===== config.mk =====
export PLATFORM = sky130hd
export DESIGN_NAME = sequencer_flat
export DESIGN_NICKNAME = d
export VERILOG_FILES = /design/src/rtl/cpu_pkg.sv /design/src/rtl/sequencer_if.sv /design/src/rtl/sequencer.sv /design/src/flat_wrapper.sv
export SDC_FILE = /design/constraint.sdc
export NUM_CORES = 1
export LEC_CHECK = 0
export ABC_AREA = 1
export BUFFER_PORTS_ARGS = -buffer_cell sky130_fd_sc_hd__buf_4
export CORE_AREA = 5 5 42 44
export DETAILED_ROUTE_END_ITERATION = 8
export DIE_AREA = 0 0 47 49
export HOLD_SLACK_MARGIN = 0.06
export MAX_ROUTING_LAYER = met4
export PLACE_DENSITY = 0.52
export REMOVE_ABC_BUFFERS = 1
export SYNTH_ARGS = -nofsm -noshare
export SYNTH_HDL_FRONTEND = slang
export SYNTH_SLANG_ARGS = --single-unit

===== constraint.sdc =====
create_clock -name clock -period 1.2 [get_ports clock]
set_input_delay 0.06 -clock clock [delete_from_list [all_inputs] [get_ports clock]]
set_output_delay 0.06 -clock clock [all_outputs]
set_load 0.05 [all_outputs]

===== src/rtl/cpu_pkg.sv =====
// Shared types for the 8-bit processor: opcodes, sequencer states, default opcode width.
package cpu_pkg;

  localparam int OP_W_DEFAULT = 3;

  typedef enum logic [2:0] {
    OP_LOAD  = 3'b000,
    OP_STORE = 3'b001,
    OP_ADD   = 3'b010,
    OP_SUB   = 3'b011,
    OP_BNE   = 3'b100,
    OP_BEQ   = 3'b101,
    OP_NOP   = 3'b110,
    OP_HALT  = 3'b111
  } opcode_t;

  typedef enum logic [2:0] {
    S_FETCH  = 3'd0,
    S_READ_I = 3'd1,
    S_DECODE = 3'd2,
    S_EXEC   = 3'd3,
    S_HALT   = 3'd4
  } seq_state_t;

  // Opcodes that need an operand access in EXEC.
  function automatic logic is_mem_op(opcode_t o);
    return (o == OP_LOAD) || (o == OP_STORE) || (o == OP_ADD) || (o == OP_SUB);
  endfunction

endpackage


===== src/rtl/sequencer_if.sv =====
// Sequencer <-> datapath/memory strobe bundle. master = sequencer, slave = datapath side.
interface sequencer_if #(parameter int OP_W = cpu_pkg::OP_W_DEFAULT);
  logic [OP_W-1:0] op;
  logic z_flag, mem_ready;
  logic ACC_bus, load_ACC, PC_bus, load_PC, INC_PC, load_IR, Addr_bus, load_MAR;
  logic ALU_add, ALU_sub, CS, R_NW, halted;

  modport master (
    input  op, z_flag, mem_ready,
    output ACC_bus, load_ACC, PC_bus, load_PC, INC_PC, load_IR, Addr_bus, load_MAR,
           ALU_add, ALU_sub, CS, R_NW, halted
  );

  modport slave (
    output op, z_flag, mem_ready,
    input  ACC_bus, load_ACC, PC_bus, load_PC, INC_PC, load_IR, Addr_bus, load_MAR,
           ALU_add, ALU_sub, CS, R_NW, halted
  );
endinterface


===== src/rtl/sequencer.sv =====
// Fetch/decode/execute control FSM; strobes are a combinational decode of state and inputs.
module sequencer
  import cpu_pkg::*;
#(
  parameter int OP_W = OP_W_DEFAULT
) (
  input  logic         clock,
  input  logic         reset,
  sequencer_if.master  bus
);

  seq_state_t state_q, state_d;
  opcode_t    op_c;

  // Opcodes with any upper bit set (OP_W > 3) fall back to NOP.
  assign op_c = (bus.op == OP_W'(bus.op[2:0])) ? opcode_t'(bus.op[2:0]) : OP_NOP;

  always_ff @(posedge clock or posedge reset) begin
    if (reset) state_q <= S_FETCH;
    else       state_q <= state_d;
  end

  always_comb begin
    state_d      = state_q;
    bus.ACC_bus  = 1'b0;
    bus.load_ACC = 1'b0;
    bus.PC_bus   = 1'b0;
    bus.load_PC  = 1'b0;
    bus.INC_PC   = 1'b0;
    bus.load_IR  = 1'b0;
    bus.Addr_bus = 1'b0;
    bus.load_MAR = 1'b0;
    bus.ALU_add  = 1'b0;
    bus.ALU_sub  = 1'b0;
    bus.CS       = 1'b0;
    bus.R_NW     = 1'b0;
    bus.halted   = 1'b0;
    if (!reset) begin
      case (state_q)
        S_FETCH: begin
          bus.PC_bus   = 1'b1;
          bus.load_MAR = 1'b1;
          bus.load_PC  = 1'b1;
          bus.INC_PC   = 1'b1;
          state_d      = S_READ_I;
        end
        S_READ_I: begin
          bus.CS   = 1'b1;
          bus.R_NW = 1'b1;
          if (bus.mem_ready) begin
            bus.load_IR = 1'b1;
            state_d     = S_DECODE;
          end
        end
        S_DECODE: begin
          bus.Addr_bus = 1'b1;
          if (is_mem_op(op_c)) begin
            bus.load_MAR = 1'b1;
            state_d      = S_EXEC;
          end else begin
            case (op_c)
              OP_BNE:  bus.load_PC = ~bus.z_flag;
              OP_BEQ:  bus.load_PC = bus.z_flag;
              default: bus.load_PC = 1'b0;
            endcase
            state_d = (op_c == OP_HALT) ? S_HALT : S_FETCH;
          end
        end
        S_EXEC: begin
          bus.CS = 1'b1;
          if (op_c == OP_STORE) begin
            bus.ACC_bus = 1'b1;
          end else begin
            // LOAD passes the bus straight through the ALU.
            bus.R_NW = 1'b1;
            if (bus.mem_ready) begin
              bus.load_ACC = 1'b1;
              bus.ALU_add  = (op_c == OP_ADD);
              bus.ALU_sub  = (op_c == OP_SUB);
            end
          end
          if (bus.mem_ready) state_d = S_FETCH;
        end
        S_HALT:  bus.halted = 1'b1;
        default: state_d = S_FETCH;
      endcase
    end
  end

endmodule


===== src/flat_wrapper.sv =====
// flat-port wrapper written by rule: the top's interface ports become plain ports
module sequencer_flat import cpu_pkg::*;
#(
  parameter int OP_W = OP_W_DEFAULT
)
  (clock, reset, bus_op, bus_z_flag, bus_mem_ready, bus_ACC_bus, bus_load_ACC, bus_PC_bus, bus_load_PC, bus_INC_PC, bus_load_IR, bus_Addr_bus, bus_load_MAR, bus_ALU_add, bus_ALU_sub, bus_CS, bus_R_NW, bus_halted);
  sequencer_if #(.OP_W(OP_W)) bus_i ();
  input  logic clock;
  input  logic reset;
  input wire logic [$bits(bus_i.op)-1:0] bus_op;
  input wire logic [$bits(bus_i.z_flag)-1:0] bus_z_flag;
  input wire logic [$bits(bus_i.mem_ready)-1:0] bus_mem_ready;
  output wire logic [$bits(bus_i.ACC_bus)-1:0] bus_ACC_bus;
  output wire logic [$bits(bus_i.load_ACC)-1:0] bus_load_ACC;
  output wire logic [$bits(bus_i.PC_bus)-1:0] bus_PC_bus;
  output wire logic [$bits(bus_i.load_PC)-1:0] bus_load_PC;
  output wire logic [$bits(bus_i.INC_PC)-1:0] bus_INC_PC;
  output wire logic [$bits(bus_i.load_IR)-1:0] bus_load_IR;
  output wire logic [$bits(bus_i.Addr_bus)-1:0] bus_Addr_bus;
  output wire logic [$bits(bus_i.load_MAR)-1:0] bus_load_MAR;
  output wire logic [$bits(bus_i.ALU_add)-1:0] bus_ALU_add;
  output wire logic [$bits(bus_i.ALU_sub)-1:0] bus_ALU_sub;
  output wire logic [$bits(bus_i.CS)-1:0] bus_CS;
  output wire logic [$bits(bus_i.R_NW)-1:0] bus_R_NW;
  output wire logic [$bits(bus_i.halted)-1:0] bus_halted;
  assign bus_i.op = bus_op;
  assign bus_i.z_flag = bus_z_flag;
  assign bus_i.mem_ready = bus_mem_ready;
  assign bus_ACC_bus = bus_i.ACC_bus;
  assign bus_load_ACC = bus_i.load_ACC;
  assign bus_PC_bus = bus_i.PC_bus;
  assign bus_load_PC = bus_i.load_PC;
  assign bus_INC_PC = bus_i.INC_PC;
  assign bus_load_IR = bus_i.load_IR;
  assign bus_Addr_bus = bus_i.Addr_bus;
  assign bus_load_MAR = bus_i.load_MAR;
  assign bus_ALU_add = bus_i.ALU_add;
  assign bus_ALU_sub = bus_i.ALU_sub;
  assign bus_CS = bus_i.CS;
  assign bus_R_NW = bus_i.R_NW;
  assign bus_halted = bus_i.halted;
  sequencer #(.OP_W(OP_W)) u_core (.clock(clock), .reset(reset), .bus(bus_i));
endmodule

Word-level counts from Yosys, hierarchy flattened
Cells that the tools add are included.
{ "totals": {"ff_bits": 3, "input_bits": 7, "output_inout_bits": 13, "word_cells": 63} }
{ "op_classes": {"n_eq_ne": 12, "mux": 40, "n_bitwise": 3, "reduce_logical": 7} }
{ "ops": {"columns": ["cell", "n"], "rows": [
  ["1-bit 2-to-1 mux", 31],
  ["3-bit one-hot mux with 5 select lines", 1],
  ["3-bit by 2-bit == test with 1-bit output (second input constant)", 4],
  ["3-bit == test (second input constant)", 4],
  ["3-bit 2-to-1 mux", 4],
  ["1-bit one-hot mux with 2 select lines", 4],
  ["3-bit by 1-bit == test with 1-bit output (second input constant)", 2],
  ["3-bit zero test", 2],
  ["2-bit inequality test (second input constant)", 2],
  ["4-bit AND reduction", 1],
  ["1-bit logical OR", 3],
  ["1-bit inverter", 3],
  ["2-bit OR reduction", 1]
]} }

Longest topological paths before layout
Gate-level depths: netlist (run 1).
{ "logic_depth": {"depth_word": 7, "mapped_depth": 7, "mapped_depth_nobuf": 7} }

Least setup slack after synthesis (run 1)
No wires, ideal clock.
{ "synth_path": {"kind": "register to output", "start": "reg u_core.state_q[2]", "end": "out bus_ACC_bus", "arrival_time_ps": 1730, "setup_slack_ps": -590, "stages_incl_launch_ff": 6, "cell_sequence": "dfrtp_1 > inv_1 > nand3_1 > inv_1 > nand2_1 > nor2_1"} }
{ "synth_via": {"elab_chain_cells": 3} }
{ "synth_rtl": {"columns": ["item", "line_no", "text"], "rows": [
  ["start: declaration", "sequencer.sv:12", "seq_state_t state_q, state_d;"],
  ["start signal: assignment", "sequencer.sv:20", "else state_q <= state_d;"],
  ["3-bit by 2-bit == test with 1-bit output", "sequencer.sv:39", "case (state_q)"],
  ["1-bit 2-to-1 mux", "sequencer.sv:39", null],
  ["1-bit 2-to-1 mux", "sequencer.sv:38", "if (!reset) begin"],
  ["end: declaration", "flat_wrapper.sv:13", "output wire logic [$bits(bus_i.ACC_bus)-1:0] bus_ACC_bus;"]
]} }
Every way passes these cells.

Final worst setup path (run 1)
Same ends and word-level chain as after synthesis.

==> results.json, run 1 <==
{
  "outcome": "complete, but fails checks",
  "violations": "negative setup slack",
  "min_path_cells": 4,
  "fin_ws_ns": -0.0876,
  "crit_end": "bus_ACC_bus",
  "cts_buffer_depth": 2,
  "rsz0062_at_grt": "true",
  "cts_tree": "done",
  "worstPathArrival_ns": 1.23,
  "die_w_um": 47,
  "synth_warnings": 0,
  "final.fill_count": 141,
  "drcViolationCount": 0,
  "dpl_cell_area_um2": 473,
  "maxCapViolCount": 0,
  "port_buffers": 19,
  "antenna_cells": 0,
  "core-area_um2": 1400,
  "seqPwrFrac_pct": 13.8,
  "reg2regPathDepth": 8,
  "synth_cells": 58,
  "layout_common_cells": "15 x buf_4, 12 x nand2_1, 10 x buf_6, 5 x inv_1, 5 x nor2_1",
  "cp-startpoint": "u_core.state_q[2]$_DFFE_PP0P_",
  "groute.usage.overall_pct": 11.0,
  "ir_drop_mv": 1.25,
  "vias": 486,
  "grt_pass1_vias": 455,
  "ys_types": 14,
  "io_pins": 20,
  "rows": 14,
  "fin_worst_skew_ns": 0.000968,
  "hp-class": "primary input to flop",
  "fp.dieH_um": 49,
  "grt_pass1_wl_um": 1870,
  "worstPathRequired_ns": 1.14,
  "final_area_um2": 713,
  "ctsRootBufferMaster": "clkbuf_4",
  "reg.largest.list": "u_core.state_q x3",
  "cp_max_fo": 4,
  "seq_area_frac_synth_pct": 23.6,
  "switchingPower_uw": 764,
  "reg2reg_slack_ns": 0.09,
  "numCtsBuffers": 3,
  "vias_per_cell": 4.63,
  "drtIter0Drc": 3,
  "fin_hold_ws_ns": 0.167,
  "clkSlewWorstSetupHoldPaths_ns": 0.04,
  "p_sw_share_pct": 52.3,
  "cts_sinks": 3,
  "regMostFlops": "u_core.state_q",
  "p_int_uw": 697,
  "synth_seq_cells": 3,
  "critPathLaunchType": "flop",
  "wl_per_cell_um": 10.7,
  "ant_nets": 0,
  "antenna_found_initial": 0,
  "reg2reg_to": "u_core.state_q[2]$_DFFE_PP0P_",
  "finalMaxSlewViolations": 0,
  "synth_area_um2": 318,
  "insertion_delay_ns": 0.23,
  "grt_max_degree": 7,
  "layout_commonest_cell": "buf_4",
  "hold_viol": 0,
  "finalSetupViolCount": 12,
  "worstReg2RegStart": "u_core.state_q[2]$_DFFE_PP0P_",
  "clkPwrFrac_pct": 11.9,
  "htree_levels": 1,
  "power.share.combinational_pct": 74.2,
  "hpwl_um": 783,
  "synth_area_leaders": "dfrtp_1 24%, nand2_1 18%, nor2_1 14%",
  "area_delta_synth_final_pct": 124,
  "first_pass_iters": 4,
  "pwr_density_cell_nw_per_um2": 2050,
  "place.gp.congestion": 0.820,
  "largest_reg_flops": 3,
  "initial_core_util_pct": 22.7,
  "nets": 97,
  "endpoint_kind": "output pin",
  "fmax_mhz": 777,
  "wirelength_um": 1120,
  "drive_above_1_share_pct": 58.4,
  "fin_crit_ns": 1.29,
  "synth_top_area_share_pct": 23.6,
  "leakagePower_uw": 0.000344,
  "worst_pin_slew_ns": 0.181,
  "synth_top_area_cell": "dfrtp_1",
  "dieArea_um2": 2300,
  "fin_crit_sh_pct": 107,
  "crit_type": "flop to output pin",
  "syn_avg_cell_area_um2": 5.48,
  "grt_overflow_total": 0,
  "max_slew_margin_pct": 87.9
}
[per-stage QoR]
| step | setup slack [ns] | setup TNS [ns] | utilization [%] | total power [uW] | instances |
|---|---|---|---|---|---|
| 3_5_place_dp | 0.0607 | 0 | 33.8 | 935 | 92 |
| 3_3_place_gp | 0.0465 | 0 | 33.8 | 936 | 92 |
| 2_1_floorplan | -0.795 | -5.02 | - | 698 | 56 |
| 4_1_cts | -0.0952 | -0.791 | 47.6 | 1410 | 103 |
| 6_report | -0.0876 | -0.687 | 50.9 | 1460 | 105 |
| 5_1_grt | -0.163 | -1.66 | 50.9 | 1570 | 105 |
[worst max-delay path: stages, from the launching register on]
cell and delay, ns:
dfrtp_2 0.43, inv_2 0.08, nand3_2 0.07, inv_2 0.08, nand2_4 0.07, nor2_4 0.10, buf_6 0.16
[power by group through the flow]
stage / Clock [uW] / Sequential (uW) / Combinational, uW
after floorplan: 0 / 195 / 503
after global placement: 0 / 209 / 727
after detailed placement: 0 / 206 / 729
after CTS: 184 / 194 / 1030
after global routing: 199 / 209 / 1160
final: 174 / 202 / 1080
[area by class of cell]
type / count / area, um^2 / share of cell area (%)
clock buffers: 4 / 26.3 / 3.68
inverters: 8 / 30.0 / 4.21
multi-input cells: 45 / 278 / 38.9
flip-flops and latches: 3 / 78.8 / 11.1
well taps: 16 / 20.0 / 2.81
repair buffers: 29 / 280 / 39.3
[cells by family (layout without fill, tap and decap cells)]
logic type      count (synthesis)  after routing  share of synthesized area [%]
simple gates                   38             38                           50.8
buf+inv                        10             41                           14.2
flops                           3              3                           23.6
compound gates                  7              7                           11.4
[repair_timing]
item,4_1_cts,5_1_grt
pin swaps,4,2
hold buffers,1,0
cloned,0,0
gates resized for setup,33,9
hold endpoints to repair,3,0
endpoints found under the setup margin,12,14
setup buffers,6,2
[worst min path at each step]
stage / startpoint / to / slack, ns
after floorplan: reset / u_core.state_q[0]$_DFFE_PP0P_ / -0.18
after global placement: reset / u_core.state_q[0]$_DFFE_PP0P_ / -0.02
after detailed placement: reset / u_core.state_q[1]$_DFFE_PP0P_ / -0.02
after CTS: bus_mem_ready / u_core.state_q[1]$_DFFE_PP0P_ / 0.16
after global routing: bus_op[2] / u_core.state_q[1]$_DFFE_PP0P_ / 0.19
final: bus_mem_ready / u_core.state_q[1]$_DFFE_PP0P_ / 0.17
[metal layers]
layer | vias up | part of all wire, % | GRT usage [%]
met5 | - | 0 | -
met3 | 0 | 5.0 | 3.32
li1 | 252 | - | -
met2 | 11 | 54 | 17.2
met4 | 0 | 0 | 2.76
met1 | 223 | 41 | 13.5
[synth_stat cells]
| master | number |
|---|---|
| nand2_1 | 15 |
| nand3_1 | 6 |
| nor3_1 | 1 |
| inv_1 | 7 |
| dfrtp_1 | 3 |
| a21oi_1 | 2 |
| o21ai_1 | 2 |
| buf_4 | 2 |
| nand4_1 | 3 |
| nor2_1 | 12 |
| o21ai_0 | 2 |
| a31oi_1 | 1 |
| nand2_2 | 1 |
| inv_2 | 1 |
No activity file was read; power rests on OpenSTA's default activity.
==> inputs of run 2 (changes only) <==
- MAX_ROUTING_LAYER: met4 -> not set
- clock period: 1.2 -> 1.3 ns (I/O delays scaled with it)
==> run 2 against run 1 <==
- the run now ends clean
- utilization shrank 2.1 points
- routed wire length is 5.4% lower
- sequential share of layout area up 0.49 points
- global-route usage fell by 0.56 points
- sequential power hardly changed
- largest cell class unchanged
- largest power group unchanged
- highest routed layer is now met4
==> results.json, run 2 (synthesized netlist as in run 1, its figures left out) <==
{
  "leakagePower_uw": 0.000331,
  "vias": 482,
  "cp_max_fo": 3,
  "fp.dieH_um": 49,
  "ant_nets": 0,
  "worst_pin_slew_ns": 0.184,
  "grt_overflow_total": 0,
  "p_int_uw": 632,
  "power.share.combinational_pct": 71.6,
  "ir_drop_mv": 0.942,
  "critPathLaunchType": "flop",
  "rows": 14,
  "pwr_density_cell_nw_per_um2": 1910,
  "nets": 96,
  "cts_tree": "done",
  "stdcell_count": 104,
  "seqPwrFrac_pct": 15.6,
  "p_sw_share_pct": 51.6,
  "largest_reg_flops": 3,
  "clkSlewWorstSetupHoldPaths_ns": 0.04,
  "drcViolationCount": 0,
  "io_pins": 20,
  "insertion_delay_ns": 0.24,
  "outcome": "complete, no violations",
  "drtIter0Drc": 2,
  "fin_crit_sh_pct": 99.2,
  "dieArea_um2": 2300,
  "htree_levels": 1,
  "worstPathRequired_ns": 1.24,
  "area_delta_synth_final_pct": 115,
  "hpwl_um": 766,
  "layout_common_cells": "13 x nand2_1, 13 x buf_6, 12 x buf_4, 6 x nor2_1, 5 x inv_1",
  "maxCapViolCount": 0,
  "fin_worst_skew_ns": 0.00436,
  "fin_crit_ns": 1.29,
  "reg.largest.list": "u_core.state_q x3",
  "grt_max_degree": 7,
  "final_area_um2": 683,
  "regMostFlops": "u_core.state_q",
  "ctsRootBufferMaster": "clkbuf_4",
  "place_inst": 91,
  "fmax_mhz": 776,
  "wl_per_cell_um": 10.2,
  "numCtsBuffers": 3,
  "groute.usage.overall_pct": 10.4,
  "place.gp.congestion": 0.778,
  "port_buffers": 19,
  "grt_pass1_vias": 471,
  "first_pass_iters": 4,
  "core-area_um2": 1400,
  "crit_type": "flop to output pin",
  "worstPathArrival_ns": 1.22,
  "cts_buffer_depth": 2,
  "drive_above_1_share_pct": 55.7,
  "die_w_um": 47,
  "hp-class": "primary input to flop",
  "cts_sinks": 3,
  "fin_hold_ws_ns": 0.169,
  "hold_viol": 0,
  "rsz0062_at_grt": "true",
  "finalMaxSlewViolations": 0,
  "dpl_cell_area_um2": 465,
  "vias_per_cell": 4.63,
  "finalSetupViolCount": 0,
  "switchingPower_uw": 674,
  "antenna_found_initial": 0,
  "wirelength_um": 1060,
  "grt_pass1_wl_um": 1770,
  "endpoint_kind": "output pin",
  "max_slew_margin_pct": 87.6,
  "final_util_pct": 48.8,
  "initial_core_util_pct": 22.7,
  "antenna_cells": 0,
  "clkPwrFrac_pct": 12.8
}
==> run 2: what timing repair did <==
action	4_1_cts	5_1_grt
endpoints found under the setup margin	10	13
hold buffers	1	0
endpoints found under the hold margin	3	0
gates resized for setup	22	12
pin swaps	1	5
buffers inserted	8	0
==> run 2: through the flow <==
step	total power, uW	worst slack, ns	setup TNS, ns
6_report	1310	0.0108	0
3_3_place_gp	834	0.138	0
5_1_grt	1390	-0.0584	-0.402
3_5_place_dp	835	0.129	0
2_1_floorplan	644	-0.700	-3.88
4_1_cts	1240	-0.00434	-0.00434
==> run 2: final cells by class <==
cell class / count / area, um^2
Fill cell: 147 / 718
Timing Repair Buffer: 28 / 282
Multi-Input combinational cell: 45 / 246
Sequential cell: 3 / 78.8
Inverter: 8 / 30.0
Clock buffer: 4 / 26.3
Tap cell: 16 / 20.0
==> run 2: per-layer routing <==
| layer | up-vias | share of wire (%) | wire (um) | GRT usage, % |
|---|---|---|---|---|
| met5 | - | 0 | 0 | 0 |
| met4 | 0 | 2.9 | 31 | 8.29 |
| met3 | 4 | 4.8 | 51 | 1.48 |
| met2 | 17 | 53 | 566 | 16.7 |
| met1 | 216 | 39 | 410 | 11.5 |
| li1 | 245 | - | - | - |
==> run 2: worst paths after layout <==
path                                               startpoint                       endpoint  slack (ns)  depth (start not counted)
worst max-delay path            u_core.state_q[2]$_DFFE_PP0P_                    bus_ALU_add        0.01                          6
worst min-delay path                            bus_mem_ready  u_core.state_q[1]$_DFFE_PP0P_        0.17                          4
worst max register to register  u_core.state_q[0]$_DFFE_PP0P_  u_core.state_q[2]$_DFFE_PP0P_        0.19                          7
worst min register to register  u_core.state_q[1]$_DFFE_PP0P_  u_core.state_q[1]$_DFFE_PP0P_        0.59                          2
max in group asynchronous                               reset  u_core.state_q[1]$_DFFE_PP0P_        0.80                          3
min in group asynchronous                               reset  u_core.state_q[2]$_DFFE_PP0P_        0.34                          3
==> run 2: power groups by stage <==
stage                     Sequential (uW)  Clock (uW)  Combinational [uW]
after global placement                196           0                 639
final                                 203         167                 935
after detailed placement              198           0                 637
after global routing                  212         183                1000
after CTS                             198         172                 874
after floorplan                       180           0                 464
==> run 2: worst max-delay path, cell delays in order, from the launching register on <==
cell and delay [ns]:
dfrtp_2 0.43, inv_2 0.08, nand3_2 0.08, inv_2 0.07, nand2_2 0.07, nor2_2 0.10, buf_6 0.16
==> inputs of run 3 (changes only) <==
- CELL_PAD_IN_SITES_DETAIL_PLACEMENT: not set -> 0
- CELL_PAD_IN_SITES_GLOBAL_PLACEMENT: not set -> 1
- CORE_AREA: 5 5 42 44 -> not set
- CORE_MARGIN: not set -> 5
- CORE_UTILIZATION: not set -> 21
- DIE_AREA: 0 0 47 49 -> not set
- PLACE_DENSITY: 0.52 -> 0.71
- clock period: 1.3 -> 1.1 ns (I/O delays scaled with it)
==> run 3 against run 2 <==
- the run now ends with negative setup slack left
- die area grew 3.8%
- final cell count grew 3.8%
- clock power grew 14%
- clock skew shrank 0.0022 ns
- largest power group unchanged
==> results.json, run 3 (synthesized netlist as in run 1, its figures left out) <==
{
  "outcome": "complete, but fails checks",
  "violations": "negative setup slack",
  "slowest_delay_ns": 0.42,
  "critPathSlowestCell": "dfrtp_2",
  "clkPwrFrac_pct": 11.2,
  "clkSlewWorstSetupHoldPaths_ns": 0.04,
  "place.gp.congestion": 0.764,
  "initial_core_util_pct": 21.6,
  "regMostFlops": "u_core.state_q",
  "groute.usage.overall_pct": 9.14,
  "fp.dieH_um": 48.9,
  "die_w_um": 48.9,
  "regArea_um2": 78.8,
  "layout_common_cells": "16 x buf_4, 12 x nand2_1, 10 x buf_6, 6 x nor2_4, 5 x nor2_1",
  "reg2reg_slack_ns": -0.01,
  "area_delta_synth_final_pct": 143,
  "hpwl_um": 811,
  "rsz0062_at_grt": "true",
  "pwr_density_cell_nw_per_um2": 2200,
  "core-area_um2": 1470,
  "antenna_cells": 0,
  "rows": 14,
  "port_buffers": 19,
  "antenna_found_initial": 0,
  "nets": 100,
  "power.share.combinational_pct": 74.5,
  "endpoint_kind": "output pin",
  "first_pass_iters": 4,
  "io_pins": 20,
  "dpl_cell_area_um2": 503,
  "max_slew_margin_pct": 86.6,
  "ant_nets": 0,
  "final_area_um2": 771,
  "drtIter0Drc": 9,
  "htree_levels": 1,
  "p_int_uw": 812,
  "finalSetupViolCount": 14,
  "largest_reg_flops": 3,
  "drive_above_1_share_pct": 62.0,
  "worstPathArrival_ns": 1.25,
  "hp-class": "primary input to flop",
  "ctsRootBufferMaster": "clkbuf_4",
  "cts_tree": "done",
  "grt_pass1_wl_um": 1840,
  "fin_crit_ns": 1.30,
  "wl_per_cell_um": 11.4,
  "reg.largest.list": "u_core.state_q x3",
  "finalMaxSlewViolations": 0,
  "layout_commonest_cell": "buf_4",
  "grt_pass1_vias": 473,
  "p_sw_share_pct": 52.0,
  "grt_max_degree": 9,
  "grt_overflow_total": 0,
  "min_path_cells": 4,
  "leakagePower_uw": 0.000365,
  "cpMostUsedCell": "buf_6",
  "critPathLaunchType": "flop",
  "seqPwrFrac_pct": 14.3,
  "drcViolationCount": 0,
  "hold_path_startpoint": "bus_mem_ready",
  "crit_type": "flop to output pin",
  "holdPathEnd": "u_core.state_q[1]$_DFFE_PP0P_",
  "vias": 502,
  "path_depth": 5,
  "fin_worst_skew_ns": 0.00218,
  "hold_viol": 0,
  "crit_chain": "inv_2, buf_6, nand2_4, nor3_4, buf_6",
  "vias_per_cell": 4.65,
  "reg2reg_to": "u_core.state_q[2]$_DFFE_PP0P_",
  "fin_hold_ws_ns": 0.129,
  "fin_ws_ns": -0.203,
  "maxCapViolCount": 0,
  "reg2regPathDepth": 7,
  "wirelength_um": 1230,
  "cts_sinks": 3,
  "cts_buffer_depth": 2,
  "final.fill_count": 161,
  "worstPathRequired_ns": 1.04,
  "multi_input_area_um2": 303,
  "worstReg2RegStart": "u_core.state_q[0]$_DFFE_PP0P_",
  "numCtsBuffers": 3,
  "insertion_delay_ns": 0.23,
  "ir_drop_mv": 1.38,
  "fin_crit_sh_pct": 118,
  "crit_family": "flip-flops",
  "cp_max_fo": 3,
  "switchingPower_uw": 880,
  "finalSetupTns_ns": -2.24,
  "dieArea_um2": 2390,
  "fmax_mhz": 768,
  "cp_num_buf_inv": 3,
  "worst_pin_slew_ns": 0.200
}
## run 3: cell count changes in the layout (fill, tap and decap cells not counted), sizes merged
cell / delta
buf: +3
dlygate4sd3: +1
## run 3: metal layers
| layer | up-vias | global-route usage (%) | wire [um] | share of wire [%] |
|---|---|---|---|---|
| met5 | - | 0 | 0 | 0 |
| met3 | 0 | 1.53 | 46 | 3.7 |
| li1 | 256 | - | - | - |
| met4 | 0 | 2.69 | 0 | 0 |
| met2 | 13 | 16.5 | 678 | 55 |
| met1 | 233 | 10.8 | 503 | 41 |
## run 3: power groups by stage
stage / logic (uW) / registers (uW) / clock network (uW)
after floorplan: 548 / 213 / 0
after CTS: 1080 / 230 / 193
after global placement: 834 / 227 / 0
after detailed placement: 830 / 225 / 0
after global routing: 1330 / 247 / 206
final: 1260 / 242 / 190
## run 3: worst max path at each step
stage	from	endpoint	slack (ns)
after floorplan	u_core.state_q[0]$_DFFE_PP0P_	bus_INC_PC	-0.89
after global placement	u_core.state_q[0]$_DFFE_PP0P_	bus_PC_bus	-0.05
after detailed placement	u_core.state_q[0]$_DFFE_PP0P_	bus_PC_bus	-0.04
after CTS	u_core.state_q[0]$_DFFE_PP0P_	bus_load_MAR	-0.18
after global routing	u_core.state_q[0]$_DFFE_PP0P_	bus_load_PC	-0.24
final	u_core.state_q[2]$_DFFE_PP0P_	bus_load_IR	-0.20
## run 3: repair_timing
item / in CTS / in global routing
endpoints found under the hold margin: 3 / 0
endpoints found under the setup margin: 13 / 16
gates resized for setup: 32 / 18
buffers inserted: 4 / 2
pin swaps: 4 / 6
hold buffers: 2 / 0
## run 3: tightest hold or removal path, cell delays in order
cell and delay, ns:
buf_4 0.11, o21ai_2 0.06, nand2_1 0.05, nand2_1 0.04
## run 3: cell type report
type | instances | area share [%]
multi-input cells | 45 | 39.3
well taps | 16 | 2.60
flip-flops and latches | 3 | 10.2
inverters | 8 | 3.90
clock buffers | 4 | 3.41
repair buffers | 32 | 40.6
## run 3: through the flow
| step | cells | total power [uW] | util, % | setup WS [ns] |
|---|---|---|---|---|
| 2_1_floorplan | 56 | 762 | - | -0.890 |
| 3_3_place_gp | 96 | 1060 | 34.2 | -0.0541 |
| 3_5_place_dp | 96 | 1050 | 34.2 | -0.0378 |
| 4_1_cts | 106 | 1500 | 46.5 | -0.181 |
| 5_1_grt | 108 | 1790 | 52.4 | -0.242 |
| 6_report | 108 | 1690 | 52.4 | -0.203 |
